==> src/rtl/ds1302_pkg.sv <==
// Shared types and constants for the DS1302 3-wire serial transactors.
package ds1302_pkg;

    // Transactor states shared by the write (and future read) FSMs.
    typedef enum logic [1:0] {
        IDLE      = 2'd0,
        SEND_CMD  = 2'd1,
        SEND_DATA = 2'd2,
        DONE      = 2'd3
    } ds1302_state_e;

    // One full write frame is a command byte followed by a data byte.
    localparam int DS1302_BITS = 16;
    localparam int CMD_BITS    = 8;

    // Frequently used command bytes (bit0 = 0 selects a write).
    localparam logic [7:0] WP_ADDR      = 8'h8E;
    localparam logic [7:0] SECONDS_ADDR = 8'h80;
    localparam logic [7:0] TCS_ADDR     = 8'h90;

    // Turns any command byte into a legal write command:
    // bit7 must be 1 for a valid command, bit0 = 0 selects write.
    function automatic logic [7:0] force_write_cmd(input logic [7:0] cmd);
        return {1'b1, cmd[6:1], 1'b0};
    endfunction

endpackage

==> src/rtl/ds1302_sclk_edge.sv <==
// Resynchronises the externally generated sclk into the clk domain and
// produces single-cycle rise/fall pulses from the last two synced samples.
// SYNC_STAGES must be at least 2.
module ds1302_sclk_edge #(
    parameter int SYNC_STAGES = 2
) (
    input  logic clk,
    input  logic rst,
    input  logic sclk,
    output logic sclk_sync,
    output logic sclk_rise,
    output logic sclk_fall
);

    logic [SYNC_STAGES-1:0] sync_d, sync_q;
    logic                   prev_d, prev_q;

    // Shift the raw sclk into the synchroniser; keep the previous synced sample.
    always_comb begin
        sync_d = {sync_q[SYNC_STAGES-2:0], sclk};
        prev_d = sync_q[SYNC_STAGES-1];
    end

    // Synchroniser and history flops, cleared on reset.
    always_ff @(posedge clk or negedge rst) begin
        if (!rst) begin
            sync_q <= '0;
            prev_q <= 1'b0;
        end else begin
            sync_q <= sync_d;
            prev_q <= prev_d;
        end
    end

    // Edge pulses last exactly one clk because prev_q follows sync_q.
    always_comb begin
        sclk_sync = sync_q[SYNC_STAGES-1];
        sclk_rise =  sync_q[SYNC_STAGES-1] & ~prev_q;
        sclk_fall = ~sync_q[SYNC_STAGES-1] &  prev_q;
    end

endmodule

==> src/rtl/ds1302_write.sv <==
// Single-byte DS1302 write transactor: shifts {dataIn, addr} out LSB-first,
// changing dataOut only after sclk falls so each bit is stable across the
// following rising edge where the RTC samples it.
// Optional build macro DS1302_WRITE_CMD_FORCE_EN: when defined, the latched
// command byte is forced to a write command ({1, addr[6:1], 0}).
//
// state     | meaning
// ----------+-----------------------------------------------------------
// IDLE      | waiting for en; done holds the last completion
// SEND_CMD  | shifting command bits 0..7, one per detected sclk fall
// SEND_DATA | shifting data bits 0..7, one per detected sclk fall
// DONE      | frame closed (ce/ioDir low, done high); returns to IDLE
module ds1302_write
    import ds1302_pkg::*;
#(
    parameter int SYNC_STAGES = 2
) (
    input  logic       clk,
    input  logic       rst,
    input  logic       en,
    input  logic [7:0] addr,
    input  logic [7:0] dataIn,
    input  logic       sclk,
    output logic       ce,
    output logic       dataOut,
    output logic       ioDir,
    output logic       done
);

    localparam logic [3:0] CMD_LAST  = 4'(CMD_BITS - 1);
    localparam logic [3:0] DATA_LAST = 4'(DS1302_BITS - 1);

    ds1302_state_e           state_d, state_q;
    logic [DS1302_BITS-1:0]  shift_d, shift_q;
    logic [3:0]              cnt_d, cnt_q;
    logic                    ce_d, ce_q;
    logic                    dout_d, dout_q;
    logic                    iodir_d, iodir_q;
    logic                    done_d, done_q;
    logic [7:0]              cmd_byte;

    logic sclk_sync, sclk_rise, sclk_fall;
    logic unused_ok;

    ds1302_sclk_edge #(
        .SYNC_STAGES(SYNC_STAGES)
    ) u_sclk_edge (
        .clk      (clk),
        .rst      (rst),
        .sclk     (sclk),
        .sclk_sync(sclk_sync),
        .sclk_rise(sclk_rise),
        .sclk_fall(sclk_fall)
    );

    // Rising edges belong to the RTC side; the write path only acts on falls.
    assign unused_ok = sclk_sync ^ sclk_rise;

    // Command byte as it will be latched at the start of a frame.
    always_comb begin
`ifdef DS1302_WRITE_CMD_FORCE_EN
        cmd_byte = force_write_cmd(addr);
`else
        cmd_byte = addr;
`endif
    end

    // Next-state and registered-output logic for the write frame.
    always_comb begin
        state_d = state_q;
        shift_d = shift_q;
        cnt_d   = cnt_q;
        ce_d    = ce_q;
        dout_d  = dout_q;
        iodir_d = iodir_q;
        done_d  = done_q;

        case (state_q)
            IDLE: begin
                if (en) begin
                    shift_d = {dataIn, cmd_byte};
                    cnt_d   = '0;
                    ce_d    = 1'b1;
                    iodir_d = 1'b1;
                    dout_d  = cmd_byte[0];
                    done_d  = 1'b0;
                    state_d = SEND_CMD;
                end
            end

            SEND_CMD, SEND_DATA: begin
                if (sclk_fall) begin
                    shift_d = shift_q >> 1;
                    dout_d  = shift_q[1];
                    cnt_d   = cnt_q + 4'd1;
                    if (state_q == SEND_CMD && cnt_q == CMD_LAST) begin
                        state_d = SEND_DATA;
                    end
                    if (state_q == SEND_DATA && cnt_q == DATA_LAST) begin
                        // Close the frame on the same edge that enters DONE.
                        cnt_d   = '0;
                        ce_d    = 1'b0;
                        iodir_d = 1'b0;
                        dout_d  = 1'b0;
                        done_d  = 1'b1;
                        state_d = DONE;
                    end
                end
            end

            DONE: begin
                state_d = IDLE;
            end

            default: begin
                state_d = IDLE;
                ce_d    = 1'b0;
                iodir_d = 1'b0;
                dout_d  = 1'b0;
            end
        endcase
    end

    // State and output registers; reset aborts any frame with no done flag.
    always_ff @(posedge clk or negedge rst) begin
        if (!rst) begin
            state_q <= IDLE;
            shift_q <= '0;
            cnt_q   <= '0;
            ce_q    <= 1'b0;
            dout_q  <= 1'b0;
            iodir_q <= 1'b0;
            done_q  <= 1'b0;
        end else begin
            state_q <= state_d;
            shift_q <= shift_d;
            cnt_q   <= cnt_d;
            ce_q    <= ce_d;
            dout_q  <= dout_d;
            iodir_q <= iodir_d;
            done_q  <= done_d;
        end
    end

    // Drive ports straight from flops so the pad sees glitch-free levels.
    always_comb begin
        ce      = ce_q;
        dataOut = dout_q;
        ioDir   = iodir_q;
        done    = done_q;
    end

endmodule

==> config.mk <==
export PLATFORM = sky130hd
export DESIGN_NAME = ds1302_write
export DESIGN_NICKNAME = d
export VERILOG_FILES = /design/src/rtl/ds1302_pkg.sv /design/src/rtl/ds1302_sclk_edge.sv /design/src/rtl/ds1302_write.sv
export SDC_FILE = /design/constraint.sdc
export NUM_CORES = 1
export LEC_CHECK = 0
export ABC_CLOCK_PERIOD_IN_PS = 2500
export BUFFER_PORTS_ARGS = -buffer_cell sky130_fd_sc_hd__buf_2
export CORE_UTILIZATION = 40
export DETAILED_ROUTE_END_ITERATION = 12
export GPL_TIMING_DRIVEN = 0
export PLACE_DENSITY_LB_ADDON = 0.2
export REMOVE_ABC_BUFFERS = 1
export SLEW_MARGIN = 20
export SYNTH_ARGS = -nofsm -noshare
export SYNTH_HDL_FRONTEND = slang
export SYNTH_SLANG_ARGS = --single-unit
==> constraint.sdc <==
create_clock -name clk -period 2.5 [get_ports clk]
set_input_delay 0.375 -clock clk [delete_from_list [all_inputs] [get_ports clk]]
set_output_delay 0.375 -clock clk [all_outputs]
set_load 0.03 [all_outputs]
==> flow_metrics.env <==
export IMPL_outcome="completed"
export IMPL_drcViolationCount=0
export IMPL_met2_length_um=1070
export IMPL_p_per_area_nw_per_um2=1420
export IMPL_cts_root_buf="clkbuf_4"
export IMPL_ys_ff_latch=27
export IMPL_multi_input_area_um2=576
export IMPL_max_freq_ghz=0.481
export IMPL_dieArea_um2=3510
export IMPL_ff_latch_area_um2=676
export IMPL_synth_area_leader_cell="dfrtp_1"
export IMPL_start_util_pct=42.6
export IMPL_drt_iter0_drc=17
export IMPL_grt_pass1_vias=910
export IMPL_p_int_mw=1.16
export IMPL_whs_ps=38.0
export IMPL_wl_um=2190
export IMPL_viasPerCell=4.94
export IMPL_reg2reg_from="state_q[0]$_DFFE_PN0P_"
export IMPL_synth_flop_cell="dfrtp_1"
export IMPL_critPathCaptureType="flop"
export IMPL_pwr_share_comb_pct=55.8
export IMPL_core_um2=3080
export IMPL_cts_tree="done"
export IMPL_cp_data_arrival_time_ps=2280
export IMPL_p_leak_nw=0.731
export IMPL_slew_violations=0
export IMPL_dr_pass1_iters=4
export IMPL_crit_path_start="state_q[0]$_DFFE_PN0P_"
export IMPL_path_class="reg2reg"
export IMPL_cap_violations=0
export IMPL_nNetsFinal=168
export IMPL_boundaryPins=24
export IMPL_yosysMostFrequentCell="dfrtp_1"
export IMPL_rsz0062_at_grt="false"
export IMPL_grt_start_max_net_pins=40
export IMPL_min_period_ps=2080
export IMPL_port_buffers=23
export IMPL_dpl_hpwl_um=1530
export IMPL_skew_ps=1.66
export IMPL_slew_headroom_pct=61.0
export IMPL_hold_viol=0
export IMPL_cp_required_ps=2700
export IMPL_peakVddDrop_v=0.000725
export IMPL_clock_sinks=27
export IMPL_drive_gt1_share_pct=21.8
export IMPL_die_h_um=59.2
export IMPL_gp_congestion=0.716
export IMPL_placementRows=20
export IMPL_antenna_found_initial=0
export IMPL_p_sw_mw=0.907
export IMPL_async_flop_share_pct=100
export IMPL_routedLengthMet1_um=1020
export IMPL_die_width_um=59.2
export IMPL_path_clk_slew_ps=130
export IMPL_wl_per_cell_um=11.7
export IMPL_worst_slew_pin_slew_ps=585
export IMPL_worstReg2RegEnd="done$_DFFE_PN0P_"
export IMPL_worstRegToRegCells=6
export IMPL_fill_cells=306
export IMPL_cts_max_level=1
export IMPL_antenna_left=0
export IMPL_synth_area_leaders="dfrtp_1, mux2i_1, nand2_1, ha_1, o21ai_0"
export IMPL_wl_met3_um=65
export IMPL_startpoint_type="flop"
export IMPL_path_max_fanout=39
export IMPL_yosysWarnings=0
export IMPL_grt_overflow_total=0
export IMPL_p_seq_share_pct=35.5
export IMPL_synth_top_cell_area_share_pct=51.6
export IMPL_synthCells=123
export IMPL_diodes=0
export IMPL_cts_buffers=3
export IMPL_clockPowerShare_pct=8.8
export IMPL_via_count=919
export IMPL_syn_to_final_growth_pct=11.4
export IMPL_setup_viol=0
export IMPL_ys_top_cells_by_count="dfrtp_1, nand2_1, mux2i_1"
export IMPL_syn_area_um2=1310
export IMPL_switching_share_pct=43.9
export IMPL_hp_class="in2async"
export IMPL_cts_hold_buf=0
export IMPL_grt_util_all_layers_pct=15.0
export IMPL_worstSkewPairLatency_ps=310
export IMPL_top_layer="met4"
export IMPL_yosysUniqueCellTypes=30
export IMPL_grt_pass1_wl_um=3870
export IMPL_fin_crit_sh_pct=83.2
export IMPL_synth_area_per_cell_um2=10.7
export IMPL_r2r_setup_slack_ps=420
export IMPL_ys_seq_area_share_pct=51.6
export IMPL_clock_path_buffers=2
export IMPL_synth_edf_count=0
export IMPL_final_util_pct=47.4
[how the worst max path moves through the flow]
| stage | to | cells past startpoint |
|---|---|---|
| after global placement | ioDir$_DFFE_PN0P_ | 6 |
| after global routing | done$_DFFE_PN0P_ | 6 |
| after detailed placement | done$_DFFE_PN0P_ | 6 |
| after floorplan | ioDir$_DFFE_PN0P_ | 6 |
| final | done$_DFFE_PN0P_ | 6 |
| after CTS | done$_DFFE_PN0P_ | 6 |
[metal layers]
layer / vias up / GRT usage [%]
li1: 461 / -
met1: 436 / 19.0
met2: 18 / 25.2
met3: 4 / 2.62
met4: 0 / 6.12
met5: - / 0
[registers in the layout, summed over array words and instances, names as in the netlist]
name	count
dataOut	1
ioDir	1
u_sclk_edge.prev_q	1
state_q	2
u_sclk_edge.sync_q	2
cnt_q	4
shift_q	15
done	1
[critical path, stage by stage, from the launching register on]
cell,delay (ps)
dfrtp_1,430
inv_1,120
ha_4,510
mux2_2,240
a21bo_4,350
o21ai_0,210
o31ai_1,100
[final cells by class]
cell class	count	area share, %
clock buffer	4	1.80
inverter	3	0.772
multi-input combinational	85	39.5
sequential	27	46.3
tap	44	3.77
timing repair buffer	23	7.89
[power groups by stage]
stage          sequential [mW]  combinational (mW)  clock [mW]
2_1_floorplan            0.778               0.842           0
3_3_place_gp             0.732                1.11           0
3_5_place_dp             0.742                1.14           0
4_1_cts                  0.732                1.14       0.193
5_1_grt                  0.755                1.31       0.209
6_report                 0.732                1.15       0.181
[cell families (layout without fill, tap and decap cells)]
group	after synthesis	count (layout)	share of synthesized area (%)
flops	27	27	51.6
xor+xnor	1	1	0.669
mux	15	15	11.6
fa+ha+maj	5	5	4.78
compound gates	33	33	16.0
simple gates	31	31	10.0
buf+inv	11	30	5.44
[cell usage in the layout (no fill, tap or decap)]
cell,count
a21bo_4,1
a21o_1,1
a21oi_1,4
a221o_1,1
a22oi_1,1
a32o_1,1
buf_2,23
clkbuf_1,1
clkbuf_4,3
dfrtp_1,27
ha_1,4
ha_4,1
inv_1,3
mux2_2,1
mux2i_1,14
nand2_1,24
nand2b_1,2
nand3_1,2
nand3b_1,1
nor2b_1,1
nor3_1,1
o21a_1,1
o21ai_0,11
o21ai_1,7
o21ai_2,2
o22ai_1,1
o311ai_0,1
o31ai_1,1
xor2_1,1
[per-stage QoR]
stage	instance area [um2]	total power [mW]	cells	setup TNS, ps	setup slack, ps
after floorplan	1250	1.62	115	0	224
after global placement	1420	1.84	182	-235	-97.7
after detailed placement	1420	1.88	182	-877	-152
after CTS	1450	2.06	186	0	169
after global routing	1460	2.27	186	0	262
final	1460	2.06	186	0	421
[timing repair]
action                                  CTS  global route
gates resized for setup                   1             1
endpoints found under the setup margin   21             1
setup buffers                             0             0
No activity file was read; power rests on OpenSTA's default activity.
